[src/rtl/sobol_seq_gen_pkg.sv]
// Shared state encoding, default sizes and bit helpers for the Sobol sequence engine.
package sobol_seq_gen_pkg;

  localparam int SOBOL_WIDTH = 32;
  localparam int SOBOL_M     = 50;

  typedef enum logic [2:0] {IDLE, CLEAR, RUN, DRAIN, DONE} sobol_state_e;

  // Index of the lowest zero bit among the low w bits, i.e. the trailing-ones count.
  function automatic int trailing_ones(input logic [63:0] v, input int w);
    int c;
    c = 0;
    for (int i = 63; i >= 0; i--) begin
      if (i < w && !v[i]) c = i;
    end
    return c;
  endfunction

endpackage

[src/rtl/sobol_seq_gen_skid_buf.sv]
// Two-entry ready/valid buffer; the producer watches count and never pushes into a full
// buffer, so in_valid carries no ready handshake of its own.
module sobol_seq_gen_skid_buf #(
  parameter int DATA_W = 8
) (
  input  logic              clk,
  input  logic              rst,
  input  logic              in_valid,
  input  logic [DATA_W-1:0] in_data,
  output logic              out_valid,
  input  logic              out_ready,
  output logic [DATA_W-1:0] out_data,
  output logic [1:0]        count
);

  logic [DATA_W-1:0] mem_q [2];
  logic [DATA_W-1:0] mem_d [2];
  logic              rd_q, rd_d, wr_q, wr_d;
  logic [1:0]        cnt_q, cnt_d;
  logic              push, pop;

  assign out_valid = (cnt_q != 2'd0);
  assign out_data  = mem_q[rd_q];
  assign count     = cnt_q;

  always_comb begin
    pop   = out_valid & out_ready;
    push  = in_valid & ((cnt_q != 2'd2) | pop);
    mem_d = mem_q;
    if (push) mem_d[wr_q] = in_data;
    wr_d  = wr_q ^ push;
    rd_d  = rd_q ^ pop;
    cnt_d = cnt_q + {1'b0, push} - {1'b0, pop};
  end

  always_ff @(posedge clk) begin
    if (rst) begin
      mem_q[0] <= '0;
      mem_q[1] <= '0;
      rd_q     <= 1'b0;
      wr_q     <= 1'b0;
      cnt_q    <= 2'd0;
    end else begin
      mem_q <= mem_d;
      rd_q  <= rd_d;
      wr_q  <= wr_d;
      cnt_q <= cnt_d;
    end
  end

endmodule

[src/rtl/sobol_seq_gen.sv]
// Gray-code Sobol engine: one direction-word lookup and one XOR per emitted point.
// Build option SOBOL_SKIP_ZERO_EN starts the sequence at index 1 instead of 0.
module sobol_seq_gen
  import sobol_seq_gen_pkg::*;
#(
  parameter int WIDTH = SOBOL_WIDTH,
  parameter int M     = SOBOL_M
) (
  input  logic                 clk,
  input  logic                 rst,
  input  logic                 start,
  input  logic [WIDTH-1:0]     n_paths,
  output logic                 busy,
  output logic                 done,
  output logic                 out_valid,
  input  logic                 out_ready,
  output logic [WIDTH-1:0]     sobol_out,
  output logic [$clog2(M)-1:0] dim_out,
  output logic [WIDTH-1:0]     path_out,
  output logic                 last_out
);

  localparam int DIMW   = $clog2(M);
  localparam int DATA_W = 2 * WIDTH + DIMW + 1;
  localparam logic [WIDTH-1:0] ONE   = WIDTH'(1);
  localparam logic [DIMW-1:0]  D_MAX = DIMW'(M - 1);
`ifdef SOBOL_SKIP_ZERO_EN
  localparam logic [WIDTH-1:0] FIRST    = WIDTH'(1);
  localparam logic [WIDTH-1:0] LAST_OFS = '0;
`else
  localparam logic [WIDTH-1:0] FIRST    = '0;
  localparam logic [WIDTH-1:0] LAST_OFS = WIDTH'(1);
`endif

  if (M < 2) begin : g_bad_m
    $error("sobol_seq_gen: M must be at least 2");
  end

  // Direction table stand-in: bit k leads at WIDTH-1-k, lower bits vary per dimension.
  function automatic logic [WIDTH-1:0] dir_word(input int d, input int k);
    logic [WIDTH-1:0] base;
    base = ONE << (WIDTH - 1 - k);
    if (d == 0) return base;
    return base | (base >> ((d % (WIDTH - 1)) + 1));
  endfunction

  sobol_state_e     st_q, st_d;
  logic             busy_q, busy_d, done_q, done_d;
  logic [WIDTH-1:0] n_q, n_d, n_last_q, n_last_d, n_m1;
  logic [DIMW-1:0]  d_q, d_d, clr_q, clr_d;
  logic             s1_valid_q, s1_valid_d, s1_zero_q, s1_zero_d, s1_last_q, s1_last_d;
  logic [WIDTH-1:0] s1_x_q, s1_x_d, s1_v_q, s1_v_d, s1_path_q, s1_path_d;
  logic [DIMW-1:0]  s1_dim_q, s1_dim_d;
  logic [WIDTH-1:0] x_ram [M];
  logic [WIDTH-1:0] nxt;
  logic [2:0]       occ;
  logic [1:0]       skid_cnt;
  logic             issue, issue_last, pop, skid_valid;
  logic [DATA_W-1:0] skid_out;

  always_comb begin
    pop        = skid_valid & out_ready;
    occ        = {1'b0, skid_cnt} + {2'b0, s1_valid_q} - {2'b0, pop};
    issue      = (st_q == RUN) && (occ < 3'd2);
    issue_last = (n_q == n_last_q) && (d_q == D_MAX);
    n_m1       = n_q - ONE;
    nxt        = s1_zero_q ? '0 : (s1_x_q ^ s1_v_q);

    s1_valid_d = issue;
    s1_x_d     = x_ram[d_q];
    s1_v_d     = dir_word(int'(d_q), trailing_ones(64'(n_m1), WIDTH));
    s1_dim_d   = d_q;
    s1_path_d  = n_q;
    s1_last_d  = issue_last;
    s1_zero_d  = (n_q == '0);

    st_d     = st_q;
    busy_d   = busy_q;
    done_d   = done_q;
    n_d      = n_q;
    n_last_d = n_last_q;
    d_d      = d_q;
    clr_d    = clr_q;

    case (st_q)
      IDLE: begin
        if (start) begin
          busy_d   = 1'b1;
          n_d      = FIRST;
          n_last_d = n_paths - LAST_OFS;
          d_d      = '0;
          clr_d    = '0;
          if (n_paths == '0) begin
            st_d   = DONE;
            done_d = 1'b1;
          end else begin
            st_d = CLEAR;
          end
        end
      end
      CLEAR: begin
        clr_d = clr_q + DIMW'(1);
        if (clr_q == D_MAX) st_d = RUN;
      end
      RUN: begin
        if (issue) begin
          if (issue_last) begin
            st_d = DRAIN;
          end else if (d_q == D_MAX) begin
            d_d = '0;
            n_d = n_q + ONE;
          end else begin
            d_d = d_q + DIMW'(1);
          end
        end
      end
      DRAIN: begin
        if (!s1_valid_q && skid_cnt == 2'd0) begin
          st_d   = DONE;
          done_d = 1'b1;
        end
      end
      DONE: begin
        st_d   = IDLE;
        done_d = 1'b0;
        busy_d = 1'b0;
      end
      default: st_d = IDLE;
    endcase
  end

  always_ff @(posedge clk) begin
    if (rst) begin
      st_q       <= IDLE;
      busy_q     <= 1'b0;
      done_q     <= 1'b0;
      n_q        <= '0;
      n_last_q   <= '0;
      d_q        <= '0;
      clr_q      <= '0;
      s1_valid_q <= 1'b0;
      s1_zero_q  <= 1'b0;
      s1_last_q  <= 1'b0;
      s1_x_q     <= '0;
      s1_v_q     <= '0;
      s1_path_q  <= '0;
      s1_dim_q   <= '0;
    end else begin
      st_q       <= st_d;
      busy_q     <= busy_d;
      done_q     <= done_d;
      n_q        <= n_d;
      n_last_q   <= n_last_d;
      d_q        <= d_d;
      clr_q      <= clr_d;
      s1_valid_q <= s1_valid_d;
      s1_zero_q  <= s1_zero_d;
      s1_last_q  <= s1_last_d;
      s1_x_q     <= s1_x_d;
      s1_v_q     <= s1_v_d;
      s1_path_q  <= s1_path_d;
      s1_dim_q   <= s1_dim_d;
    end
  end

  // Same-dimension reads trail writes by M >= 2 issues, so no bypass path exists.
  always_ff @(posedge clk) begin
    if (st_q == CLEAR) x_ram[clr_q] <= '0;
    else if (s1_valid_q) x_ram[s1_dim_q] <= nxt;
  end

  sobol_seq_gen_skid_buf #(.DATA_W(DATA_W)) u_skid (
    .clk       (clk),
    .rst       (rst),
    .in_valid  (s1_valid_q),
    .in_data   ({nxt, s1_dim_q, s1_path_q, s1_last_q}),
    .out_valid (skid_valid),
    .out_ready (out_ready),
    .out_data  (skid_out),
    .count     (skid_cnt)
  );

  assign out_valid = skid_valid;
  assign {sobol_out, dim_out, path_out, last_out} = skid_out;
  assign busy = busy_q;
  assign done = done_q;

endmodule

[config.mk]
export PLATFORM = sky130hd
export DESIGN_NAME = sobol_seq_gen
export DESIGN_NICKNAME = d
export VERILOG_FILES = /design/src/rtl/sobol_seq_gen_pkg.sv /design/src/rtl/sobol_seq_gen_skid_buf.sv /design/src/rtl/sobol_seq_gen.sv
export SDC_FILE = /design/constraint.sdc
export NUM_CORES = 2
export LEC_CHECK = 0
export CORE_ASPECT_RATIO = 1.4
export CORE_MARGIN = 1.5
export CORE_UTILIZATION = 50
export DETAILED_ROUTE_END_ITERATION = 7
export PLACE_DENSITY = 0.75
export SETUP_SLACK_MARGIN = 0.5
export SYNTH_ARGS = -nofsm -noshare
export SYNTH_HDL_FRONTEND = slang
export SYNTH_SLANG_ARGS = --single-unit
export TNS_END_PERCENT = 20
[constraint.sdc]
create_clock -name clk -period 17.1 [get_ports clk]
set_input_delay 1.71 -clock clk [delete_from_list [all_inputs] [get_ports clk]]
set_output_delay 1.71 -clock clk [all_outputs]
set_load 0.01 [all_outputs]
Word level (Yosys, flattened, before mapping)
Memory sizes are Yosys's and may differ from the RTL's. A register that Yosys moved wholly into a read port is not among the register bits.
Cells that the tools add are included.
W data, S select, Z words.
{"block": "word_totals", "wordCells": 159, "reg_bits": 300, "memories": 1, "out_inout_bits": 74, "ram_bits": 1600}
{"block": "op_classes", "eq_ne": 16, "n_addsub": 11, "bitwise_logic": 9, "n_mux": 74, "n_reduce_logical": 23, "n_lt_le_gt_ge": 4, "div_mod_pow": 1, "shift": 2}
{"memory": "x_ram", "depth": 50, "width": 32, "rd": 1, "rd_clocked_by_memory_dff": 1, "wr": 1, "line_no": "sobol_seq_gen.sv:54", "rtl": "logic [WIDTH-1:0] x_ram [M];"}
{"cell": "$mux W71", "n": 4}
{"cell": "$mux W32", "n": 8}
{"cell": "$mux W5", "n": 32}
{"cell": "$bwmux W142", "n": 1}
{"cell": "$demux W71 S1", "n": 1}
{"cell": "$logic_not A32 Y1", "n": 2}
{"cell": "$pmux W32 S2", "n": 1}
{"cell": "$sub A32 B1 Y32 const B", "n": 2}
{"cell": "$add A32 B1 Y32 const B", "n": 1}
{"cell": "$add A32 B2 Y32 const B", "n": 1}
{"cell": "$eq A32 B32 Y1", "n": 1}
{"cell": "$mod A7 B6 Y32 const B", "n": 1}
{"cell": "$or A32 B32 Y32", "n": 1}
{"cell": "$reduce_or A32 Y1", "n": 1}
{"cell": "$shl A1 B32 Y32 const A", "n": 1}
{"cell": "$shr A32 B32 Y32", "n": 1}
{"cell": "$xor A32 B32 Y32", "n": 1}
{"cell": "$mux W6", "n": 5}
{"cell": "$pmux W6 S2", "n": 2}
{"cell": "$mux W3", "n": 6}
{"cell": "$ne A2 B2 Y1 const B", "n": 8}
{"cell": "$add A6 B1 Y6 const B", "n": 2}
{"cell": "$eq A6 B6 Y1 const B", "n": 2}
{"cell": "$pmux W3 S4", "n": 1}
{"cell": "other kinds (29)", "n": 54}

Longest topological paths before layout
{"block": "depth", "depth_word": 38, "mapped_depth": 24, "depth_no_buf": 21}

Hierarchy
A second synthesis with hierarchy kept.
{"block": "hier_totals", "cells_unflattened": 4424, "hier_area_um2": 78617.9}
{"mod": "sobol_seq_gen", "cells_each": 3865, "area_per_inst_um2": 72449.5, "n_inst": 1}
{"mod": "sobol_seq_gen_skid_buf", "cells_each": 559, "area_per_inst_um2": 6168.4, "n_inst": 1}

Worst setup path before layout
Ideal clock, no wire load.
{"block": "synth_path", "path_type": "register to register", "from": "reg d_q[4]", "to": "reg s1_v_q[6]", "synth_period_minus_slack_ps": 5892, "arrival_time_ps": 5813, "t_required_ps": 17021, "setup_slack_ps": 11208, "stages_incl_launch_ff": 22, "path_cell_list": "dfxtp_1 -> clkbuf_1 -> buf_1 -> clkbuf_1 -> and3_1 -> ha_1 -> a31oi_1 -> xnor2_1 -> inv_1 -> ha_1 -> inv_1 -> o31ai_1 -> a21boi_0 -> xnor2_1 -> inv_1 -> ha_1 -> o211ai_1 -> xnor2_1 -> nor4_1 -> or3b_1 -> a31o_1 -> o211ai_1"}
{"block": "synth_via", "elab_chain_len": 5}
{"element": "from (decl)", "line_no": "sobol_seq_gen.sv:50", "rtl": "logic [DIMW-1:0] d_q, d_d, clr_q, clr_d;"}
{"element": "from (signal assigned)", "line_no": "sobol_seq_gen.sv:139", "rtl": "d_q <= '0;"}
{"element": "from (signal assigned)", "line_no": "sobol_seq_gen.sv:154", "rtl": "d_q <= d_d;"}
{"element": "$mod A7 B6 Y32", "line_no": "sobol_seq_gen.sv:44", "rtl": "return base | (base >> ((d % (WIDTH - 1)) + 1));"}
{"element": "$add A32 B2 Y32", "line_no": "sobol_seq_gen.sv:44"}
{"element": "$shr A32 B32 Y32", "line_no": "sobol_seq_gen.sv:44"}
{"element": "$or A32 B32 Y32", "line_no": "sobol_seq_gen.sv:44"}
{"element": "$mux W32 *", "line_no": "sobol_seq_gen.sv:44"}
{"element": "to (signal assigned)", "line_no": "sobol_seq_gen.sv:160", "rtl": "s1_v_q <= s1_v_d;"}
{"element": "to (decl)", "line_no": "sobol_seq_gen.sv:52", "rtl": "logic [WIDTH-1:0] s1_x_q, s1_x_d, s1_v_q, s1_v_d, s1_path_q, s1_path_d;"}
Every way passes the cells marked *; elsewhere a longest branch is shown, timed or not.
A chain may end at the register's enable or synchronous reset.

Worst setup path in the final report
{"block": "layout_path", "from": "reg d_q[0]", "to": "reg s1_v_q[6]"}
Same word-level chain as after synthesis.

==> results by group <==
Run status
  • Status: completed

Synthesis
  • Count of cell types in the netlist: 102
  • Simple-gate share of the synthesized area: 5.756%
  • Dominant cell type by area after synthesis: edfxtp_1
  • Flops & latches, synth: 1932
  • Yosys warns: 0
  • Synthesized area: 0.07910 mm²
  • Complex-gate fraction of the synthesized area: 3.222%
  • Mapped Nets: 4550
  • Largest family of logic cells by synthesized area: multiplexers
  • Mux contribution to synthesized area: between 10% and 20%
  • Synth async-reset ratio: 0%
  • Post-synth EDFFs: 1600
  • Share of the synthesized area in the top cell type: 60.74%
  • Mapped Avg Cell Area: 17.60 µm²
  • Synth Flop Type: edfxtp_1
  • Top cells by area, synth: edfxtp_1 (61%), mux4_2 (15%), dfxtp_1 (8.4%), mux2i_1 (2.0%), nor2_1 (2.0%)
  • Synth Instances: 4494
  • Register area share after synthesis: 69.14%
  • Adder-cell share of the synthesized area: 0.3259%
  • Synth Area in XOR/XNOR: about 1.7%

Routing
  • Met3 WL: 15.58 mm
  • Vias: 43720
  • Vias per inst: 6.386
  • Detailed Route WL: 215.8 mm
  • Final ANT Viol Nets: 0
  • Starting DRT DRC Count: 4565
  • Residual DRC: 0
  • Wire length per cell: 31.52 µm
  • Drt pass-1 iters: 8
  • DRT met1 WL: between 70 and 80 mm
  • Top sig layer: met5
  • WL met2: 112.5 mm

Setup path
  • Startpoint types: flop
  • Worst setup path endpoint: s1_v_q[6]
  • Critical path endpoint category: flop
  • CP max FO: 48
  • Crit Reg-Reg Startpoint: d_q[0]
  • Arr. time, crit path: between 7000 and 8000 ps
  • CP required: 17840 ps
  • Worst setup path start: d_q[0]
  • R2R setup slack: 9990 ps
  • Crit Path Class: reg -> reg
  • Reg-to-Reg End: s1_v_q[6]
  • Reg2reg path depth: 20

STA
  • Highest Clock Rate: 140.6 MHz
  • Min Clock Period, post-route: ~7100 ps
  • Final hold vios: 0
  • Max Slew Vio Count: 0
  • Slew HR: between 20% and 30%
  • Fin Setup TNS: 0 ps
  • Clk_skew: 40.97 ps
  • Period utilization: between 40% and 50%
  • Setup violations, final: 0
  • Worst slew pin tran: ~1200 ps
  • Unrepaired setup endpoints after global routing: no

Layout
  • Final Core Density: between 50% and 60%
  • Design Area, Final: ~0.09 mm²
  • Commonest non-fill, non-tap cell in the layout: edfxtp_1
  • Net count, final: 4666
  • Area grow syn2layout: 12.00%
  • Fill count: 11510
  • Share of layout cells above drive strength 1: 23.97%
  • Most frequent cells in the layout: edfxtp_1 (1600), mux4_2 (514), nor2_1 (362)

Placement
  • Placed Area: 0.08328 mm²
  • Gp weighted congestion: ~0.95
  • DPL Wire Length: ~130 mm
  • PortBufs: around 110

Power
  • Sw Share: a little under a third
  • Worst vdd ir: 0.1677 mV
  • Clock power share: 31.1%
  • Final Power: 11.88 mW
  • Int Pwr: a little over 8 mW
  • Seq pwr share: 44.7%
  • Net switching power: roughly 3.6 mW
  • LEAKAGE: 28.06 nW
  • Gate power share: between 20% and 30%
  • Pwr/cell area: 134.1 mW/mm²

CTS
  • H-tree Lvls: 4
  • CTS Buffer Depth: 3
  • Root Driver: clkbuf_16
  • CTS clock-pin slew for the worst setup and hold paths: 70 ps
  • Clock tree from TritonCTS: yes
  • Clk_lat worst skew: 820 ps
  • Clk sink count: 1932
  • Total CTS buffers: 166
  • Post-CTS Setup Inserts: 0
  • Post-CTS Hold Buffers: 0
  • Post-CTS sizing: 0

Floorplanning
  • Die Y: 473.6 µm
  • Core area: 0.1571 mm²
  • Starting Density: roughly 50%
  • Die footprint: 0.1606 mm²
  • Die width: 339.2 µm
  • Top Ports: 110
  • Cell row count: 172

Run
  • Max Cap Viol: 0

Min path
  • Hold Path Class: reg -> reg

Global routing
  • Total track usage: 26.93%
  • First-pass GRT wire length: roughly 310 mm
  • Initial antenna violation count: 14
  • Total gr overflow: 0
  • Vias in the first global route: ~44000
  • Largest net degree at the start of global routing: 139
[worst max-delay path, cell delays in order (launching register included)]
cell      delay [ps]
dfxtp_4          960
inv_1            320
ha_1             330
and3_1           200
a31oi_1          430
xnor2_1          180
inv_1            130
ha_1             240
inv_1             80
o31ai_1          550
a21boi_0         270
xnor2_1          520
inv_1            290
ha_2             310
o211ai_1         220
xor2_1           200
nor3_1           430
nand2b_1         500
nor2_1           540
inv_1            120
o211ai_1         180
[cell families after synthesis]
family,Yosys count
AOI/OAI and AO/OA,346
xor gates and xnor gates,158
adders and majority gates,20
buffers and inverters,322
DFF,1932
muxes,782
and+or+nand+nor,934
[state kept, by name, summed over array words and instances (netlist names)]
name and count:
busy 1, clr_q 6, d_q 6, done 1, n_last_q 32, n_q 32, s1_dim_q 6, s1_last_q 1
s1_path_q 32, s1_v_q 32, s1_valid_q 1, s1_x_q 32, s1_zero_q 1, st_q 3, u_skid.count 2, u_skid.mem_q 142
u_skid.rd_q 1, u_skid.wr_q 1, x_ram 1600
[cells in the mapped netlist, types with 8 or more instances]
| library cell | n |
|---|---|
| mux4_2 | 514 |
| o31ai_1 | 17 |
| xor2_1 | 64 |
| mux2i_1 | 161 |
| dfxtp_1 | 332 |
| a21oi_1 | 36 |
| clkbuf_1 | 212 |
| nand3_1 | 60 |
| o221ai_1 | 13 |
| a211oi_1 | 40 |
| or2_2 | 9 |
| a311oi_1 | 8 |
| a31oi_1 | 14 |
| o22ai_1 | 22 |
| buf_1 | 54 |
| xnor2_1 | 94 |
| nand2b_1 | 13 |
| inv_1 | 35 |
| o211ai_1 | 14 |
| buf_2 | 13 |
| nor3_1 | 82 |
| nand2_1 | 107 |
| nor4_1 | 33 |
| a22oi_1 | 18 |
| nor2_1 | 412 |
| nand4_1 | 24 |
| and2_1 | 12 |
| or3_1 | 32 |
| o21ai_0 | 60 |
| ha_1 | 19 |
| mux2_2 | 107 |
| nor2b_1 | 61 |
| or4_1 | 16 |
| o32ai_1 | 13 |
| and3_1 | 16 |
| edfxtp_1 | 1600 |
[layer usage]
metal	track usage, %	vias to the layer above
li1	-	18180
met1	32.36	22750
met2	47.50	2305
met3	4.431	487
met4	12.36	4
met5	0	-
[layout make-up]
cell class | count | area, µm² | area share [%]
clock buffer | 213 | 4548 | 5.134
clock inverter | 93 | 737.0 | 0.8318
tap | 2088 | 2613 | 2.949
inverter | 37 | 138.9 | 0.1568
timing repair buffer | 233 | 2064 | 2.330
sequential | 1932 | 54720 | 61.77
antenna | 10 | 25.02 | 0.02825
multi-input combinational | 2240 | 23750 | 26.81
[metrics by stage]
step | std cells | worst slack (ps) | hold WS, ps
6_report | 6846 | 9989 | 487.6
5_1_grt | 6845 | 9307 | 515.4
4_1_cts | 6836 | 10020 | 493.8
3_5_place_dp | 6530 | 10050 | 475.2
3_3_place_gp | 6530 | 10190 | 466.4
2_1_floorplan | 4494 | 11210 | 454.4
[worst min-delay path by stage]
| stage | startpoint | slack [ps] | to | depth (start not counted) |
|---|---|---|---|---|
| 6_report | u_skid.mem_q[27] | 490 | u_skid.mem_q[27] | 2 |
| 5_1_grt | u_skid.mem_q[18] | 520 | u_skid.mem_q[18] | 2 |
| 4_1_cts | s1_path_q[8] | 490 | u_skid.mem_q[9] | 2 |
| 3_5_place_dp | u_skid.mem_q[53] | 480 | u_skid.mem_q[53] | 2 |
| 3_3_place_gp | u_skid.mem_q[10] | 470 | u_skid.mem_q[10] | 2 |
| 2_1_floorplan | u_skid.mem_q[0] | 450 | u_skid.mem_q[0] | 2 |
[power by group through the flow]
stage                     registers (mW)  logic, mW  clock network [mW]
final                               5.31       2.86                3.70
after global routing                5.33       3.02                3.91
after global placement              5.42       2.85                   0
after floorplan                     5.35       2.00                   0
after CTS                           5.32       2.85                3.74
after detailed placement            5.42       2.83                   0
No activity file was read; power rests on OpenSTA's default activity.
